--- src/rtl/opstack_pkg.sv ---
// Shared types and defaults for the operand stack.
package opstack_pkg;

  typedef logic [31:0] fp_word_t;

  localparam int DEPTH_DEF = 8;
  localparam int PTR_W_DEF = 4;

  typedef enum logic [2:0] {
    OP_NONE,
    OP_PUSH,
    OP_POP,
    OP_REPLACE,
    OP_DUP
  } stack_op_t;

endpackage

--- src/rtl/stack_ptr.sv ---
// Up/down occupancy counter; up and down together hold. Caller guarantees legal steps.
module stack_ptr
  import opstack_pkg::*;
#(
  parameter int DEPTH = DEPTH_DEF,
  parameter int PTR_W = PTR_W_DEF
) (
  input  logic             clk,
  input  logic             rst,
  input  logic             up,
  input  logic             down,
  output logic [PTR_W-1:0] count,
  output logic             empty,
  output logic             full
);

  logic [PTR_W-1:0] count_nxt;

  always_comb begin
    count_nxt = count;
    if (up && !down)
      count_nxt = count + PTR_W'(1);
    else if (down && !up)
      count_nxt = count - PTR_W'(1);
  end

  // empty/full registered from the next count so they align with count
  always_ff @(posedge clk) begin
    if (rst) begin
      count <= '0;
      empty <= 1'b1;
      full  <= 1'b0;
    end else begin
      count <= count_nxt;
      empty <= (count_nxt == '0);
      full  <= (count_nxt == PTR_W'(DEPTH));
    end
  end

endmodule

--- src/rtl/operand_stack.sv ---
// LIFO of floating-point operands with overflow/underflow guarding and sticky errors.
// Optional duplicate-top request enabled by defining OPSTACK_DUP_EN.
module operand_stack
  import opstack_pkg::*;
#(
  parameter int DATA_W = 32,
  parameter int DEPTH  = DEPTH_DEF,
  parameter int PTR_W  = PTR_W_DEF
) (
  input  logic              clk,
  input  logic              rst,
  input  logic              push,
  input  logic [DATA_W-1:0] push_data,
  input  logic              pop,
  input  logic              clear_err,
`ifdef OPSTACK_DUP_EN
  input  logic              dup,
`endif
  output logic [DATA_W-1:0] pop_data,
  output logic              pop_valid,
  output logic [DATA_W-1:0] top,
  output logic [PTR_W-1:0]  count,
  output logic              empty,
  output logic              full,
  output logic              overflow_err,
  output logic              underflow_err
);

  localparam int AW = PTR_W - 1;

  logic [DATA_W-1:0] mem [DEPTH];

  stack_op_t         op;
  logic              up, down, wr_en, ovf_evt, udf_evt, pop_fire;
  logic [AW-1:0]     wr_idx;
  logic [DATA_W-1:0] wr_data, top_nxt;
  logic [PTR_W-1:0]  cnt_m1, cnt_m2;

  assign cnt_m1 = count - PTR_W'(1);
  assign cnt_m2 = count - PTR_W'(2);

  always_comb begin
    case ({push, pop})
      2'b10:   op = OP_PUSH;
      2'b01:   op = OP_POP;
      2'b11:   op = OP_REPLACE;
`ifdef OPSTACK_DUP_EN
      default: op = dup ? OP_DUP : OP_NONE;
`else
      default: op = OP_NONE;
`endif
    endcase
  end

  // Only legal steps ever reach the pointer; illegal requests just raise flags
  always_comb begin
    up       = 1'b0;
    down     = 1'b0;
    wr_en    = 1'b0;
    wr_idx   = count[AW-1:0];
    wr_data  = push_data;
    ovf_evt  = 1'b0;
    udf_evt  = 1'b0;
    pop_fire = 1'b0;
    top_nxt  = top;
    case (op)
      OP_PUSH: begin
        if (full) ovf_evt = 1'b1;
        else begin
          up      = 1'b1;
          wr_en   = 1'b1;
          top_nxt = push_data;
        end
      end
      OP_POP: begin
        if (empty) udf_evt = 1'b1;
        else begin
          down     = 1'b1;
          pop_fire = 1'b1;
          top_nxt  = (count == PTR_W'(1)) ? '0 : mem[cnt_m2[AW-1:0]];
        end
      end
      OP_REPLACE: begin
        wr_en   = 1'b1;
        top_nxt = push_data;
        if (empty) begin
          udf_evt = 1'b1;
          up      = 1'b1;
        end else begin
          pop_fire = 1'b1;
          wr_idx   = cnt_m1[AW-1:0];
        end
      end
`ifdef OPSTACK_DUP_EN
      OP_DUP: begin
        if (empty) udf_evt = 1'b1;
        else if (full) ovf_evt = 1'b1;
        else begin
          up      = 1'b1;
          wr_en   = 1'b1;
          wr_data = top;
        end
      end
`endif
      default: ;
    endcase
  end

  stack_ptr #(.DEPTH(DEPTH), .PTR_W(PTR_W)) u_ptr (
    .clk   (clk),
    .rst   (rst),
    .up    (up),
    .down  (down),
    .count (count),
    .empty (empty),
    .full  (full)
  );

  // Storage is not reset; stale entries are never visible past count
  always_ff @(posedge clk) begin
    if (!rst && wr_en)
      mem[wr_idx] <= wr_data;
  end

  always_ff @(posedge clk) begin
    if (rst) begin
      pop_data      <= '0;
      pop_valid     <= 1'b0;
      top           <= '0;
      overflow_err  <= 1'b0;
      underflow_err <= 1'b0;
    end else begin
      pop_valid <= pop_fire;
      if (pop_fire)
        pop_data <= top;
      top <= top_nxt;
      if (ovf_evt)        overflow_err  <= 1'b1;
      else if (clear_err) overflow_err  <= 1'b0;
      if (udf_evt)        underflow_err <= 1'b1;
      else if (clear_err) underflow_err <= 1'b0;
    end
  end

endmodule

--- config.mk ---
export PLATFORM = sky130hd
export DESIGN_NAME = operand_stack
export DESIGN_NICKNAME = d
export VERILOG_FILES = /design/src/rtl/opstack_pkg.sv /design/src/rtl/stack_ptr.sv /design/src/rtl/operand_stack.sv
export SDC_FILE = /design/constraint.sdc
export NUM_CORES = 1
export LEC_CHECK = 0
export BUFFER_PORTS_ARGS = -buffer_cell sky130_fd_sc_hd__buf_2
export CAP_MARGIN = 10
export CORE_ASPECT_RATIO = 1.4
export CORE_UTILIZATION = 59
export CTS_CLUSTER_SIZE = 40
export DETAILED_ROUTE_END_ITERATION = 10
export PLACE_DENSITY = 0.79
export RECOVER_POWER = 50
export SYNTH_ARGS = -nofsm -noshare
export SYNTH_HDL_FRONTEND = slang
export SYNTH_SLANG_ARGS = --single-unit
--- constraint.sdc ---
create_clock -name clk -period 3.99 [get_ports clk]
set_input_delay 0.798 -clock clk [delete_from_list [all_inputs] [get_ports clk]]
set_output_delay 0.798 -clock clk [all_outputs]
set_load 0.01 [all_outputs]
Word-level counts from Yosys, hierarchy flattened
Memories as Yosys holds them, arrays and structs flattened.
Index checks and enable logic that the tools add are counted.
{"block": "totals", "ramBits": 256, "regBits": 73, "in_bits": 37, "mem_bits_ro": 0, "memories": 1, "latch_bits": 0}
{"name": "mem", "words": 8, "width": 32, "read_ports": 1, "rd_clocked_by_memory_dff": 0, "write_ports": 1, "line_no": "operand_stack.sv:31", "rtl": "logic [DATA_W-1:0] mem [DEPTH];"}
{"block": "op_classes", "n_shift": 0, "addsub": 3, "bitwise": 0, "mux": 24, "n_lt_le_gt_ge": 0, "n_reduce_logical": 12, "n_mul": 0, "eq_ne": 10, "div": 0}
{"operator": "$mux 32", "count": 3}
{"operator": "$pmux 32 s3", "count": 1}
{"operator": "$mux 1", "count": 13}
{"operator": "$mux 4", "count": 2}
{"operator": "$eq 3x2->1 const B", "count": 2}
{"operator": "$mux 3", "count": 2}
{"operator": "$pmux 2 s3", "count": 1}
{"operator": "$add 4x1->4 const B", "count": 1}
{"operator": "$eq 2x2->1 const B", "count": 2}
{"operator": "$eq 4x1->1 const B", "count": 1}
{"operator": "$eq 4x4->1 const B", "count": 1}
{"operator": "$logic_not 4->1", "count": 1}
{"operator": "$ne 2x2->1 const B", "count": 2}
{"operator": "$pmux 1 s2", "count": 2}
{"operator": "$reduce_bool 2->1", "count": 2}
{"operator": "$sub 4x1->4 const B", "count": 1}
{"operator": "$eq 3x1->1 const B", "count": 1}
{"operator": "$logic_and 1x1->1", "count": 3}
{"operator": "$logic_not 1->1", "count": 3}
{"operator": "$reduce_and 3->1", "count": 1}
{"operator": "$reduce_bool 3->1", "count": 1}
{"operator": "$sub 3x2->3 const B", "count": 1}
{"operator": "$eq 2x1->1 const B", "count": 1}
{"operator": "$reduce_or 2->1", "count": 1}

Logic depth before layout (Yosys ltp)
{"block": "depth", "word_depth": 9, "ltp_mapped": 10}

Hierarchy
Synthesis repeated with hierarchy kept, for this count alone.
{"block": "unflattened", "cells_unflattened": 790, "area_unflattened_um2": 12972.4}
{"module": "operand_stack", "area_per_inst_um2": 12609.6, "n_inst": 1, "cells_each": 750, "seq_area_each_um2": 9028.7}
{"module": "stack_ptr", "area_per_inst_um2": 362.8, "n_inst": 1, "cells_each": 40, "seq_area_each_um2": 120.1}

Worst setup path after synthesis
Ideal clock, no wire load.
{"block": "synth_timing", "path_type": "input to register", "startpoint": "input port pop", "endpoint": "memory mem[6][0], enable pin", "slack_ns": 0.589, "arrival_time_ns": 2.980, "setup_time_ns": 0.421, "n_path_buf": 1, "cell_stages": 6, "required_time_ns": 3.569, "cell_sequence": "nor2b_1 clkbuf_1 nand3_1 xnor2_1 nand2_1 nor2_1"}
{"block": "synth_via", "elab_chain_cells": 7}
{"item": "start, declared", "line_no": "operand_stack.sv:14", "rtl": "input logic pop,"}
{"item": "$eq 2x2->1 / $eq 2x1->1 (equally long branches)", "line_no": "operand_stack.sv:43", "rtl": "case ({push, pop})"}
{"item": "$pmux 2 s3 (*)", "line_no": "operand_stack.sv:43"}
{"item": "$eq 3x2->1 / $eq 3x1->1 (equally long branches)", "line_no": "operand_stack.sv:66", "rtl": "case (op)"}
{"item": "$pmux 1 s2", "line_no": "operand_stack.sv:66"}
{"item": "$logic_and 1x1->1", "line_no": "operand_stack.sv:121", "rtl": "if (!rst && wr_en)"}
{"item": "$mux 1", "line_no": "operand_stack.sv:121"}
{"item": "$mux 1 (implied by the code)", "line_no": "operand_stack.sv:122", "rtl": "mem[wr_idx] <= wr_data;"}
{"item": "end, declared", "line_no": "operand_stack.sv:31"}
Mark *: on every way between the ends. The rest lies on a longest branch, timed or not.

Worst setup path in the final report
{"block": "layout_timing", "startpoint": "register u_ptr.count[0]", "endpoint": "register top[30]"}
{"block": "layout_via", "elab_chain_cells": 5}
{"item": "start, declared", "line_no": "stack_ptr.sv:12", "rtl": "output logic [PTR_W-1:0] count,"}
{"item": "start signal, assigned", "line_no": "stack_ptr.sv:34", "rtl": "count <= count_nxt;"}
{"item": "$sub 3x2->3", "line_no": "operand_stack.sv:40", "rtl": "assign cnt_m2 = count - PTR_W'(2);"}
{"item": "$mem_v2 8x32"}
{"item": "$mux 32 (*)", "line_no": "operand_stack.sv:80", "rtl": "top_nxt = (count == PTR_W'(1)) ? '0 : mem[cnt_m2[AW-1:0]];"}
{"item": "$mux 32 (*)", "line_no": "operand_stack.sv:76", "rtl": "if (empty) udf_evt = 1'b1;"}
{"item": "$pmux 32 s3 (*)", "line_no": "operand_stack.sv:66"}
{"item": "end signal, assigned", "line_no": "operand_stack.sv:136", "rtl": "top <= top_nxt;"}
{"item": "end, declared", "line_no": "operand_stack.sv:21", "rtl": "output logic [DATA_W-1:0] top,"}
Mark *: on every way between the ends. The rest lies on a longest branch, timed or not. The select of a mux whose other input is x is not followed.
A chain may end at the register's enable or synchronous reset.

==> results_dict.tcl <==
set metrics [dict create \
    path_cells "buf_4 -> mux4_2 -> mux2i_1 -> nor2_1 -> a211oi_1 -> nor3_1" \
    fp-row-count 63 \
    cts_setup_buffers 0 \
    syn_area_sq_um 12800 \
    grt_max_degree 74 \
    worstMarginPinSlew_ns 1.58 \
    hpwl_mm 14.3 \
    synth-compound-area-share_pct 4.55 \
    grt_first_pass_wirelength_mm 40.4 \
    setup_slack_ns 1.06 \
    maxClockFrequency_mhz 341 \
    overflow 0 \
    synth-simple-area-share_pct 6.56 \
    period_share_pct 73.5 \
    wirelength_mm 26.0 \
    place.port_buffers 109 \
    antenna_found_initial 0 \
    numCtsBuffers 28 \
    nFillCells 1431 \
    synth_adder_area_share_pct 0.588 \
    setup_viol 0 \
    grt_pass1_vias 7300 \
    gp_congestion 0.807 \
    power_density_nw_per_um2 525 \
    clk_pin_slew_ns 0.07 \
    critPathMaxFanout 50 \
    clockBufferDepth 3 \
    synth_seq_cells 329 \
    endpoint_kind "flop" \
    cts_hold_buf 0 \
    die_h_um 176 \
    drv_cap 1 \
    first_iter_violations 486 \
    vias_per_cell 6.07 \
    synth_top_family_by_area "multiplexers" \
    io_pins 110 \
    die_w_um 126 \
    drtAntennaViolNets 0 \
    clock-sinks 329 \
    ys_warn_count 0 \
    post_cts_resized 0 \
    drv_slew 74 \
    fin_setup_tns_ns 0 \
    rsz0062_at_grt "no" \
    hold_class "flop to flop" \
    drcViolationCount 0 \
    htree_num_levels 1 \
    synth_cells 778 \
    wl_met3_mm 1.28 \
    root_buffer "clkbuf_16" \
    arrival_ns 3.29 \
    vdd_drop_max_uv 311 \
    synthXorXnorAreaFrac_pct 0.480 \
    fin_nets 926 \
    status "complete, but fails checks" \
    violations "max-capacitance violations, max-slew violations" \
    drive_above_1_share_pct 20.1 \
    maxSlewHeadroom_pct -5.36 \
    synthToLayoutAreaGrowth_pct 12.5 \
    crit_buf_inv 1 \
    fin_worst_skew_ns 0.0193 \
    die-area_sq_um 22200 \
    yosysSeqAreaShare_pct 71.7 \
    syn_area_per_cell_sq_um 16.4 \
    clock_latency_ns 0.55 \
    critical_path_required_ns 4.35 \
    muxShareOfSynthArea_pct 14.0 \
    period_minus_slack_ns 2.93 \
    finalHoldViolations 0 \
    grt_usage_pct 24.2 \
    met1_length_mm 10.6 \
    routedWlPerCell_um 22.3 \
    initial_utilization_pct 60.2 \
    dp_slack_ns 0.705 \
    worstSetupPathType "flop to flop" \
    yosysUniqueCellTypes 33 \
    vias 7077 \
    highest_layer "met4" \
    slowest_delay_ns 0.85 \
    first_pass_iters 5 \
    cts_tree "yes" \
    wl_met2_mm 13.5 \
    crit_slowest_cell "buf_4" \
    synth.net_count 821 \
    startpoint_type "flop" \
    p_leak_nw 4.71 \
    hold_ws_ns 0.456 \
    core_area_sq_um 21200 \
    critPathTopFamily "buffers and inverters" \
]
## cell type report
cell class	instances	area, sq um	area share [%]
Clock buffer	46	831	5.79
Clock inverter	6	26.3	0.183
Antenna cell	1	2.50	0.0174
Tap cell	260	325	2.27
Timing Repair Buffer	126	583	4.06
Multi-Input combinational cell	394	3420	23.8
Inverter	4	15.0	0.105
Sequential cell	329	9160	63.8
## cell usage after synthesis
cell / number / area, sq um
nor4bb_1: 1 / 10.0
nand3b_1: 2 / 15.0
a211oi_1: 22 / 165
a211oi_2: 10 / 125
nand2b_1: 5 / 31.3
clkbuf_1: 24 / 90.1
nand3_1: 1 / 5.00
a31oi_1: 1 / 6.26
nand2_1: 71 / 267
xnor2_1: 7 / 61.3
a32o_1: 1 / 10.0
a21boi_0: 1 / 7.51
buf_12: 2 / 40.0
inv_1: 4 / 15.0
buf_2: 14 / 70.1
mux4_2: 64 / 1440
o22ai_1: 1 / 6.26
a21oi_1: 37 / 185
edfxtp_1: 256 / 7690
buf_1: 5 / 18.8
buf_4: 5 / 37.5
a21o_1: 3 / 22.5
ha_1: 6 / 75.1
or2_2: 1 / 6.26
buf_6: 1 / 11.3
o21ai_0: 3 / 15.0
nor2b_1: 6 / 37.5
nor2_1: 80 / 300
mux2i_1: 34 / 340
a222oi_1: 2 / 20.0
dfxtp_1: 73 / 1460
nor3_1: 33 / 165
a31o_2: 2 / 17.5
## final timing paths
path | start | end | slack [ns] | cells past startpoint
setup / recovery | u_ptr.count[0] | top[30] | 1.06 | 6
hold / removal | pop_data[29] | pop_data[29] | 0.46 | 2
setup reg to reg | u_ptr.count[0] | top[30] | 1.06 | 6
hold reg to reg | pop_data[29] | pop_data[29] | 0.46 | 2
## per-layer routing
metal,vias to the layer above,track usage [%]
met5,-,0
met4,0,7.98
met3,48,2.82
met2,259,42.4
met1,3583,31.6
li1,3187,-
## state kept, by name, summed over array words and instances (netlist names)
register / flops
mem: 256
pop_data: 32
top: 32
u_ptr.count: 4
overflow_err: 1
pop_valid: 1
u_ptr.empty: 1
u_ptr.full: 1
underflow_err: 1
## power by group
| part | internal (mW) | switching (mW) | total [mW] |
|---|---|---|---|
| sequential | 3.84 | 0.0882 | 3.92 |
| combinational | 0.458 | 0.588 | 1.05 |
| clock | 1.42 | 1.15 | 2.56 |
| total | 5.71 | 1.82 | 7.53 |
## stage by stage
stage	area [sq um]	total power [mW]	instances	utilization, %
after CTS	14400	7.58	1165	68.1
final	14400	7.53	1166	67.7
after detailed placement	13600	5.05	1113	64.1
after global routing	14400	7.78	1165	67.7
after floorplan	12800	4.75	778	-
after global placement	13600	5.03	1113	64.1
## worst min-delay path: cells and delay by family (launching register included)
kind / cells / cell delay (ns)
flip-flops: 1 / 0.31
AND/OR/NAND/NOR: 1 / 0.05
AO/OA/AOI/OAI: 1 / 0.05
## cell usage in the layout (no fill, tap or decap), types with 3 or more instances in the layout
cell type  netlist  layout
nor2b_1          6       5
a21oi_1         37      36
a211oi_2        10      10
mux2i_1         34      34
mux4_2          64      64
o21ai_0          3       3
edfxtp_1       256     256
buf_2           14      39
nor3_1          33      33
buf_4            5      16
clkbuf_16        0      30
a21o_1           3       3
a211oi_1        22      22
clkinv_2         0       3
nor2_1          80      72
nand2_1         71      71
dfxtp_1         73      71
xnor2_1          7       7
nand2b_1         5       4
ha_1             6       5
inv_1            4       4
nor2_4           0       8
clkbuf_1        24      84
clkinv_1         0       3
## cell families after synthesis
logic type / Yosys count
flops: 329
simple gates: 200
mux: 98
compound gates: 83
buf+inv: 55
xor+xnor: 7
fa+ha+maj: 6
No activity file was read; power rests on OpenSTA's default activity.
